===== src/rtl/rv32_fetch_unit.sv =====
// RV32 instruction fetch stage: owns the PC, fetches one word at a time over a
// req/gnt/rvalid handshake and hands it to decode over valid/ready.
module rv32_fetch_unit #(
  parameter logic [31:0] PC_RESET    = 32'h8000_0000,
  parameter logic [31:0] ROM_LO_WORD = 32'h2000_0000,
  parameter logic [31:0] ROM_HI_WORD = 32'h2000_3FFF
) (
  input  logic        clk_i,
  input  logic        rst_i,
  output logic        imem_req_o,
  output logic [31:0] imem_addr_o,
  input  logic        imem_gnt_i,
  input  logic        imem_rvalid_i,
  input  logic [31:0] imem_rdata_i,
  input  logic        redirect_i,
  input  logic [31:0] redirect_pc_i,
  output logic        valid_o,
  input  logic        ready_i,
  output logic [31:0] instr_o,
  output logic [31:0] pc_o,
  output logic [31:0] pc4_o,
  output logic        fault_o,
  output logic [31:0] fetch_count_o
);

  typedef enum logic [2:0] {
    ST_REQ   = 3'd0,
    ST_WAIT  = 3'd1,
    ST_HOLD  = 3'd2,
    ST_DRAIN = 3'd3,
    ST_FAULT = 3'd4
  } state_t;

  state_t      state_q, state_d;
  logic [31:0] pc_q, pc_d;
  logic [31:0] instr_q, instr_d;
  logic        valid_q, valid_d;
  logic        fault_q, fault_d;
  logic [31:0] fetch_count_q, fetch_count_d;

  logic [31:0] pc_word_s;
  logic        fetch_ok_s;

  assign pc_word_s  = {2'b00, pc_q[31:2]};
  assign fetch_ok_s = (pc_q[1:0] == 2'b00) &&
                      (pc_word_s >= ROM_LO_WORD) && (pc_word_s <= ROM_HI_WORD);

  // Request side depends only on state and PC, never on gnt/rvalid/ready.
  assign imem_req_o  = (state_q == ST_REQ) && fetch_ok_s;
  assign imem_addr_o = pc_word_s;

  assign valid_o       = valid_q;
  assign fault_o       = fault_q;
  assign instr_o       = instr_q;
  assign pc_o          = pc_q;
  assign pc4_o         = pc_q + 32'd4;
  assign fetch_count_o = fetch_count_q;

  always_comb begin
    state_d       = state_q;
    pc_d          = pc_q;
    instr_d       = instr_q;
    fetch_count_d = fetch_count_q;

    case (state_q)
      ST_REQ: begin
        if (redirect_i) begin
          pc_d = redirect_pc_i;
          // A granted request still owes us a response that must be dropped.
          state_d = (fetch_ok_s && imem_gnt_i) ? ST_DRAIN : ST_REQ;
        end else if (!fetch_ok_s) begin
          state_d = ST_FAULT;
        end else if (imem_gnt_i) begin
          state_d = ST_WAIT;
        end else begin
          state_d = ST_REQ;
        end
      end
      ST_WAIT: begin
        if (redirect_i) begin
          pc_d    = redirect_pc_i;
          state_d = imem_rvalid_i ? ST_REQ : ST_DRAIN;
        end else if (imem_rvalid_i) begin
          instr_d = imem_rdata_i;
          state_d = ST_HOLD;
        end else begin
          state_d = ST_WAIT;
        end
      end
      ST_HOLD: begin
        if (redirect_i) begin
          pc_d    = redirect_pc_i;
          state_d = ST_REQ;
        end else if (ready_i) begin
          pc_d          = pc_q + 32'd4;
          fetch_count_d = fetch_count_q + 32'd1;
          state_d       = ST_REQ;
        end else begin
          state_d = ST_HOLD;
        end
      end
      ST_DRAIN: begin
        if (redirect_i) begin
          pc_d = redirect_pc_i;
        end else begin
          pc_d = pc_q;
        end
        state_d = imem_rvalid_i ? ST_REQ : ST_DRAIN;
      end
      ST_FAULT: begin
        if (redirect_i) begin
          pc_d    = redirect_pc_i;
          state_d = ST_REQ;
        end else begin
          state_d = ST_FAULT;
        end
      end
      default: begin
        state_d = ST_REQ;
      end
    endcase

    valid_d = (state_d == ST_HOLD) || (state_d == ST_FAULT);
    fault_d = (state_d == ST_FAULT);
    if (state_d == ST_FAULT) begin
      instr_d = 32'h0000_0000;
    end else begin
      instr_d = instr_d;
    end
  end

  // State, PC, counter and registered decode-side outputs.
  always_ff @(posedge clk_i or posedge rst_i) begin
    if (rst_i) begin
      state_q       <= ST_REQ;
      pc_q          <= PC_RESET;
      instr_q       <= 32'h0000_0000;
      valid_q       <= 1'b0;
      fault_q       <= 1'b0;
      fetch_count_q <= 32'h0000_0000;
    end else begin
      state_q       <= state_d;
      pc_q          <= pc_d;
      instr_q       <= instr_d;
      valid_q       <= valid_d;
      fault_q       <= fault_d;
      fetch_count_q <= fetch_count_d;
    end
  end

endmodule


===== config.mk =====
export PLATFORM = sky130hd
export DESIGN_NAME = rv32_fetch_unit
export DESIGN_NICKNAME = d
export VERILOG_FILES = /design/src/rtl/rv32_fetch_unit.sv
export SDC_FILE = /design/constraint.sdc
export NUM_CORES = 1
export LEC_CHECK = 0
export CORE_ASPECT_RATIO = 0.6
export CORE_UTILIZATION = 40
export CTS_CLUSTER_SIZE = 24
export DETAILED_ROUTE_END_ITERATION = 6
export PLACE_DENSITY_LB_ADDON = 0.12
export SKIP_LAST_GASP = 1
export SYNTH_ARGS = -nofsm -noshare
export SYNTH_HDL_FRONTEND = slang
export SYNTH_SLANG_ARGS = --single-unit
export TNS_END_PERCENT = 5

===== constraint.sdc =====
create_clock -name clk_i -period 5.41 [get_ports clk_i]
set_input_delay 1.082 -clock clk_i [delete_from_list [all_inputs] [get_ports clk_i]]
set_output_delay 1.082 -clock clk_i [all_outputs]
set_load 0.02 [all_outputs]

# Word-level counts from Yosys, hierarchy flattened
# Index checks and enable logic that the tools add are counted.
# Widths: inputs -> output; s select.
# totals
register_bits,101
input_bits,70
# op_classes
mux,19
n_eq_ne,9
magnitude_cmp,2
n_reduce_logical,14
add_sub_neg,2
bitwise_logic,1
# ops
op,n
$mux 32,7
$pmux 32 s2,1
$add 32x1->32 const B,1
$add 32x3->32 const B,1
$ge 30x30->1 const B,1
$le 30x30->1 const B,1
$pmux 3 s5,1
$mux 2,6
$eq 3x2->1 const B,3
$mux 3,3
$reduce_and 3->1,3
$eq 3x3->1 const B,2
$reduce_bool 2->1,3
$logic_and 1x1->1,4
$ne 2x1->1 const B,2
$reduce_or 4->1,1
$eq 3x1->1 const B,1
$logic_not 3->1,1
$ne 3x3->1 const B,1
$logic_not 2->1,1
$logic_or 1x1->1,1
$mux 1,1
$not 1->1,1

# Longest topological paths before layout
# Gate-level depths: netlist (run 1).
# logic_depth
depth_word,10
mapped_depth,8
ltp_nobuf,6

# Worst setup path before layout (run 1)
# Ideal clock, no wire load.
# synth_timing
kind,register -> output
from,"reg pc_q[4], in the netlist pc_o[4]"
to,out pc4_o[25]
path_slack_ps,2274
arrival_time_ps,2054
stages_incl_launch_ff,7
cell_sequence,dfrtp_1 -> buf_2 -> and4_1 -> buf_6 -> nand4_4 -> or4_4 -> xnor2_1
# synth_via
elab_chain_cells,1
# synth_lines
item,line_no,source
"start, declared",35,"logic [31:0] pc_q, pc_d;"
"start signal, assigned",143,pc_q <= pc_d;
$add 32x3->32,56,assign pc4_o = pc_q + 32'd4;
"end, declared",21,"output logic [31:0] pc4_o,"
# Every way passes these cells.

# Worst setup path after layout (run 1)
# layout_timing
from,"reg pc_q[2], in the netlist pc_o[2]"
to,out pc4_o[26]
# The elaborated chain is that of the path after synthesis.

==> summary.md, run 1 <==
| Metric | Value |
|---|---|
| Status | `complete, no violations` |
| CP max stage cell | `clkdlybuf4s50_1` |
| Wire per inst | `16.19 um` |
| Final hold vios | `0` |
| Post-Syn Area | `0.005594 mm2` |
| Final setup vio count | `0` |
| Die width | `154.7 um` |
| Io pins | `233` |
| Setup crit start kind | `flop` |
| Drt total wl | `15930 um` |
| CP Data Arrival Time | `2990 ps` |
| Nets | `862` |
| Clock Tree Root | `clkbuf_16` |
| Initial DRC count | `309` |
| Layout cells sized above 1 | `4.798%` |
| Pre-antenna DRT Iters | `5` |
| VDD IR max | `0.0001480 V` |
| Final-report max-slew violation count | `0` |
| Clk_skew | `13.30 ps` |
| Data required time of the worst path | `4330 ps` |
| Area growth from synthesis to layout | `43.86%` |
| Most common cell after layout, fill and taps aside | `clkdlybuf4s50_1` |
| Seq/Total Area, Yosys | `45.20%` |
| Synth area leader | `dfrtp_1` |
| Die Y | `93.61 um` |
| DR vias | `5141` |
| Cts repair resizes | `0` |
| Via density | `5.225` |
| CTS tree | `yes` |
| EDFF count, synth | `0` |
| CTS Hold Buffers Added | `0` |
| Post-route clock period utilization | `75.31%` |
| Mean Syn Cell Area | `9.067 um2` |
| Initial Util | `40.93%` |
| Largest net degree at the start of global routing | `58` |
| I/O Buffers | `230` |
| Initial antenna violation count | `0` |
| Hold crit path type | `flop to flop` |
| Register clock-pin slew on the reported worst setup and hold paths | `70 ps` |
| Final GP Congestion | `0.8440` |
| First-pass GRT wire length | `25230 um` |
| # diodes | `0` |
| Max clock buf depth | `2` |
| Minimum clock period | `4074 ps` |
| Remaining DRCs | `0` |
| Top post-synthesis cells by area | `dfrtp_1 45%, xnor2_1 7.8%, nand2_1 7.7%` |
| Synth warn | `0` |
| Critical Path, Cell by Cell | `ha_1 -> nand2_1 -> nor4_4 -> nand3_1 -> xnor2_1 -> clkdlybuf4s50_1` |
| Postcts setup bufs | `0` |
| CP Class | `flop to output port` |
| Setup TNS | `0 ps` |
| Max Fclk | `0.2454 GHz` |
| CTS Buf Count | `9` |
| RSZ-0062 raised after global routing | `false` |
| Yosys top cell area share | `44.73%` |
| Final core utilization | `58.88%` |
| Placed insts | `968` |
| Skew-Pair Late Insertion Delay | `350 ps` |
| Finished Layout Cells | `984` |
| Seq cells post-synth | `101` |
| Most frequent cells in the layout | `230 x clkdlybuf4s50_1, 115 x nand2_1, 100 x dfrtp_1` |
| CP peak stage delay | `620 ps` |
| All-Layer GR Usage | `22.36%` |
| Std-Cell Core Area | `0.01367 mm2` |
| CTS H-tree lvls | `3` |
| Power per cell area | `230.6 mW/mm2` |
| CP endpoint kind | `output port` |
| Final antenna-violating net count | `0` |
| Worst-path fanout max | `10` |
| Asr flop ratio synth | `100.0%` |
| Sinks on Clock Net | `101` |
| Worst Max-Slew Pin Slew | `1233 ps` |
| Post-DP HPWL | `11550 um` |
| Gr ovfl total | `0` |
| Fill cell count | `1193` |
| Post-synthesis cell count | `617` |
| Relative slew slack | `17.60%` |
| Max cap viols | `0` |
| Number of global-route vias before repair | `4757` |
| Leakage | `0.003162 uW` |
| Die Area | `0.01448 mm2` |
| Synth Flop Type | `dfrtp_1` |
| Rows | `33` |
| Yosys cell types | `54` |
## layout make-up
cell class / count / area, um2 / share of cell area [%]
tap: 192 / 240.2 / 2.985
inverter: 9 / 36.28 / 0.4509
clock inverter: 7 / 68.82 / 0.8551
sequential: 101 / 2529 / 31.42
multi-input combinational: 432 / 2616 / 32.51
clock buffer: 9 / 225.2 / 2.799
timing repair buffer: 234 / 2332 / 28.98
## cell families (layout without fill, tap and decap cells)
kind of cell	count (synthesis)	after routing	share of synthesized area, %
AO/OA/AOI/OAI	117	117	12.73
multiplexers	3	3	0.6038
adder cells (fa/ha/maj)	5	5	1.118
AND/OR/NAND/NOR	246	246	22.59
XOR/XNOR	59	59	9.237
other	1	2	0.06703
buffers and inverters	85	259	8.454
flip-flops	101	101	45.20
## registers in the layout, summed over array words and instances (netlist names)
name,flops
valid_o,1
state_q,3
fault_o,1
fetch_count_o,32
pc_o,32
instr_o,32
## Yosys cell counts (all sizes together), types with 2 or more instances
library cell  count
nor3b             2
a21o              3
nand4            23
a21oi            63
clkbuf           28
or3               6
o22ai            18
nor4              8
o211ai            2
or4               2
xnor2            50
inv               9
xor2              9
o21ai             9
and3              7
mux2              3
and4             10
ha                5
a2bb2oi          11
o2bb2a            2
a21bo             2
and2              8
buf              48
nand2b            3
nand2           115
nor2             20
nor4b             2
nand3            35
dfrtp           100
## stage by stage
step	setup slack [ps]	power [uW]	hold WS (ps)	instance area, um2
final	1336	1856	474.0	8048
after global routing	1100	1932	498.5	8048
after CTS	1323	1875	485.1	8048
after detailed placement	1704	1233	474.8	7754
after global placement	1833	1230	458.8	7754
after floorplan	1683	1049	561.3	5598
## worst max-delay path: cells and delay by family, from the launching register on
| family | cells | cell delay (ps) |
|---|---|---|
| simple gates | 3 | 990 |
| buf+inv | 1 | 620 |
| fa+ha+maj | 1 | 390 |
| flops | 1 | 420 |
| xor+xnor | 1 | 210 |
## power by group
group | internal, uW | leakage [uW] | switching, uW | total (uW)
clock network | 324 | 0.000143 | 314 | 638
registers | 777 | 0.00132 | 52.5 | 830
logic | 199 | 0.00170 | 189 | 388
total | 1300 | 0.00316 | 556 | 1860
## layer usage
metal / track usage, % / vias up / routed length [um]
li1: - / 2443 / -
met2: 33.22 / 212 / 7036
met4: 4.868 / 0 / 119
met3: 6.812 / 9 / 1356
met5: 0 / - / 0
met1: 31.83 / 2477 / 7418
## path summary, 6_finish.rpt
check / end / cells past startpoint / slack, ps / startpoint
max in group asynchronous: pc_o[20] / 3 / 3160 / rst_i
worst max-delay path: pc4_o[26] / 6 / 1340 / pc_o[2]
worst min register to register: fetch_count_o[31] / 1 / 470 / fetch_count_o[31]
worst max register to register: pc_o[30] / 5 / 2940 / state_q[0]
worst min-delay path: fetch_count_o[31] / 1 / 470 / fetch_count_o[31]
min in group asynchronous: instr_o[19] / 2 / 1210 / rst_i
Note: power is estimated with default switching activity, not from simulation.
==> run 2: changes to the inputs <==
--- a/config.mk
+++ b/config.mk
@@ -6,7 +6,7 @@
 export NUM_CORES = 1
 export LEC_CHECK = 0
 export CORE_ASPECT_RATIO = 0.6
-export CORE_UTILIZATION = 40
+export CORE_UTILIZATION = 39
 export CTS_CLUSTER_SIZE = 24
 export DETAILED_ROUTE_END_ITERATION = 6
 export PLACE_DENSITY_LB_ADDON = 0.12
==> constraint.sdc (replaced) <==
create_clock -name clk_i -period 3.28 [get_ports clk_i]
set_input_delay 0.656 -clock clk_i [delete_from_list [all_inputs] [get_ports clk_i]]
set_output_delay 0.656 -clock clk_i [all_outputs]
set_load 0.02 [all_outputs]
==> summary.md, run 2 (synthesized netlist as in run 1, its figures left out) <==
| Metric | Value |
|---|---|
| Gr ovfl total | `0` |
| R2R cell count | `5` |
| VDD IR max | `0.0002397 V` |
| Final worst-path setup slack | `-43.43 ps` |
| Io pins | `233` |
| Std-Cell Core Area | `0.01383 mm2` |
| Die Area | `0.01484 mm2` |
| Layout cells sized above 1 | `8.344%` |
| CTS tree | `yes` |
| Minimum clock period | `3323 ps` |
| Sinks on Clock Net | `101` |
| CTS Hold Buffers Added | `0` |
| Nets | `885` |
| CP endpoint kind | `output port` |
| Rows | `33` |
| Max cap viols | `0` |
| Die width | `156.6 um` |
| Area growth from synthesis to layout | `47.77%` |
| Die Y | `94.77 um` |
| Final core utilization | `59.76%` |
| Power per cell area | `377.6 mW/mm2` |
| First-pass GRT wire length | `25920 um` |
| CP Class | `flop to output port` |
| Dpl ws | `256.7 ps` |
| Leakage | `0.003288 uW` |
| Worst Max-Slew Pin Slew | `616.1 ps` |
| Final-report max-slew violation count | `0` |
| Max Fclk | `0.3009 GHz` |
| Remaining DRCs | `0` |
| FF-to-FF End | `fetch_count_o[21]` |
| Pre-antenna DRT Iters | `5` |
| DR vias | `5222` |
| Skew-Pair Late Insertion Delay | `340 ps` |
| Cts repair resizes | `1` |
| Most common cell after layout, fill and taps aside | `clkdlybuf4s50_1` |
| Drt total wl | `16380 um` |
| Minimum setup slack among reg-to-reg paths | `1050 ps` |
| Data required time of the worst path | `2620 ps` |
| Number of global-route vias before repair | `4994` |
| All-Layer GR Usage | `22.38%` |
| Failing checks | `negative setup slack` |
| Clk_skew | `9.217 ps` |
| Final setup vio count | `1` |
| CTS Buf Count | `9` |
| Initial antenna violation count | `0` |
| Hold path depth | `1` |
| Initial DRC count | `334` |
| Most frequent cells in the layout | `228 x clkdlybuf4s50_1, 115 x nand2_1, 97 x dfrtp_1` |
| Worst hold start | `fetch_count_o[31]` |
| Final GP Congestion | `0.8791` |
| Clock Tree Root | `clkbuf_16` |
| Origin of the worst setup path | `pc_o[19]` |
| Largest net degree at the start of global routing | `71` |
| RSZ-0062 raised after global routing | `true` |
| I/O Buffers | `230` |
| Reg-to-Reg Start | `state_q[0]` |
| Final antenna-violating net count | `0` |
| Final hold vios | `0` |
| Register clock-pin slew on the reported worst setup and hold paths | `80 ps` |
| Hold crit path type | `flop to flop` |
| Worst Hold End | `fetch_count_o[31]` |
| Post-route clock period utilization | `101.3%` |
| Worst-path fanout max | `9` |
| CTS H-tree lvls | `3` |
| Initial Util | `40.44%` |
| Relative slew slack | `58.84%` |
| Wire per inst | `16.27 um` |
| Postcts setup bufs | `0` |
| Max clock buf depth | `2` |
| # diodes | `0` |
| Setup TNS | `-43.43 ps` |
| CP Data Arrival Time | `2670 ps` |
| Setup crit start kind | `flop` |
| Via density | `5.186` |
| Status | `finished with violations` |
| Post-DP HPWL | `11910 um` |
==> run 2: cell count changes in the layout (fill, tap and decap cells not counted), sizes merged <==
cell           delta
buf              +23
clkdlybuf4s50     -2
clkinv            -1
clkinvlp          +1
dlygate4sd2       +1
dlymetal6s2s      +1
==> run 2: routing by layer <==
layer,track usage [%],vias to the layer above,routed length (um)
met5,0,-,0
met4,3.922,0,124
met3,7.159,11,1478
met2,34.52,212,7313
met1,30.93,2517,7462
li1,-,2482,-
==> run 2: stage by stage <==
step                cell area [um2]  power, uW  instances  hold slack (ps)
floorplan                      5602       1730        618            561.3
global placement               7953       2064        991            459.5
detailed placement             7953       2067        991            463.4
CTS                            8252       3155       1007            478.5
global route                   8267       3261       1007            501.8
finish                         8267       3122       1007            473.2
==> run 2: worst max-delay path by stage <==
stage	endpoint	slack, ps	cells after the start
floorplan	pc4_o[25]	570	6
global placement	imem_req_o	250	5
finish	pc4_o[27]	-40	5
detailed placement	imem_req_o	260	5
CTS	pc4_o[27]	-110	5
global route	pc4_o[27]	-160	5
==> run 2: final cells by class <==
cell class	count	area, um2
flip-flops and latches	101	2532
repair buffers	257	2531
inverters	9	37.54
well taps	192	240.2
multi-input cells	432	2625
clock buffers	9	225.2
fillers	1208	5565
clock inverters	7	75.07
==> run 2: critical path: stages (launching register included) <==
cell and delay, ps:
dfrtp_1 500, and4_2 380, nor4b_1 240, or3b_1 440
xnor2_1 150, clkdlybuf4s50_1 620
==> run 2: power by group <==
group	switching, uW	internal (uW)
logic	349	353
registers	60.3	1280
clock network	534	543
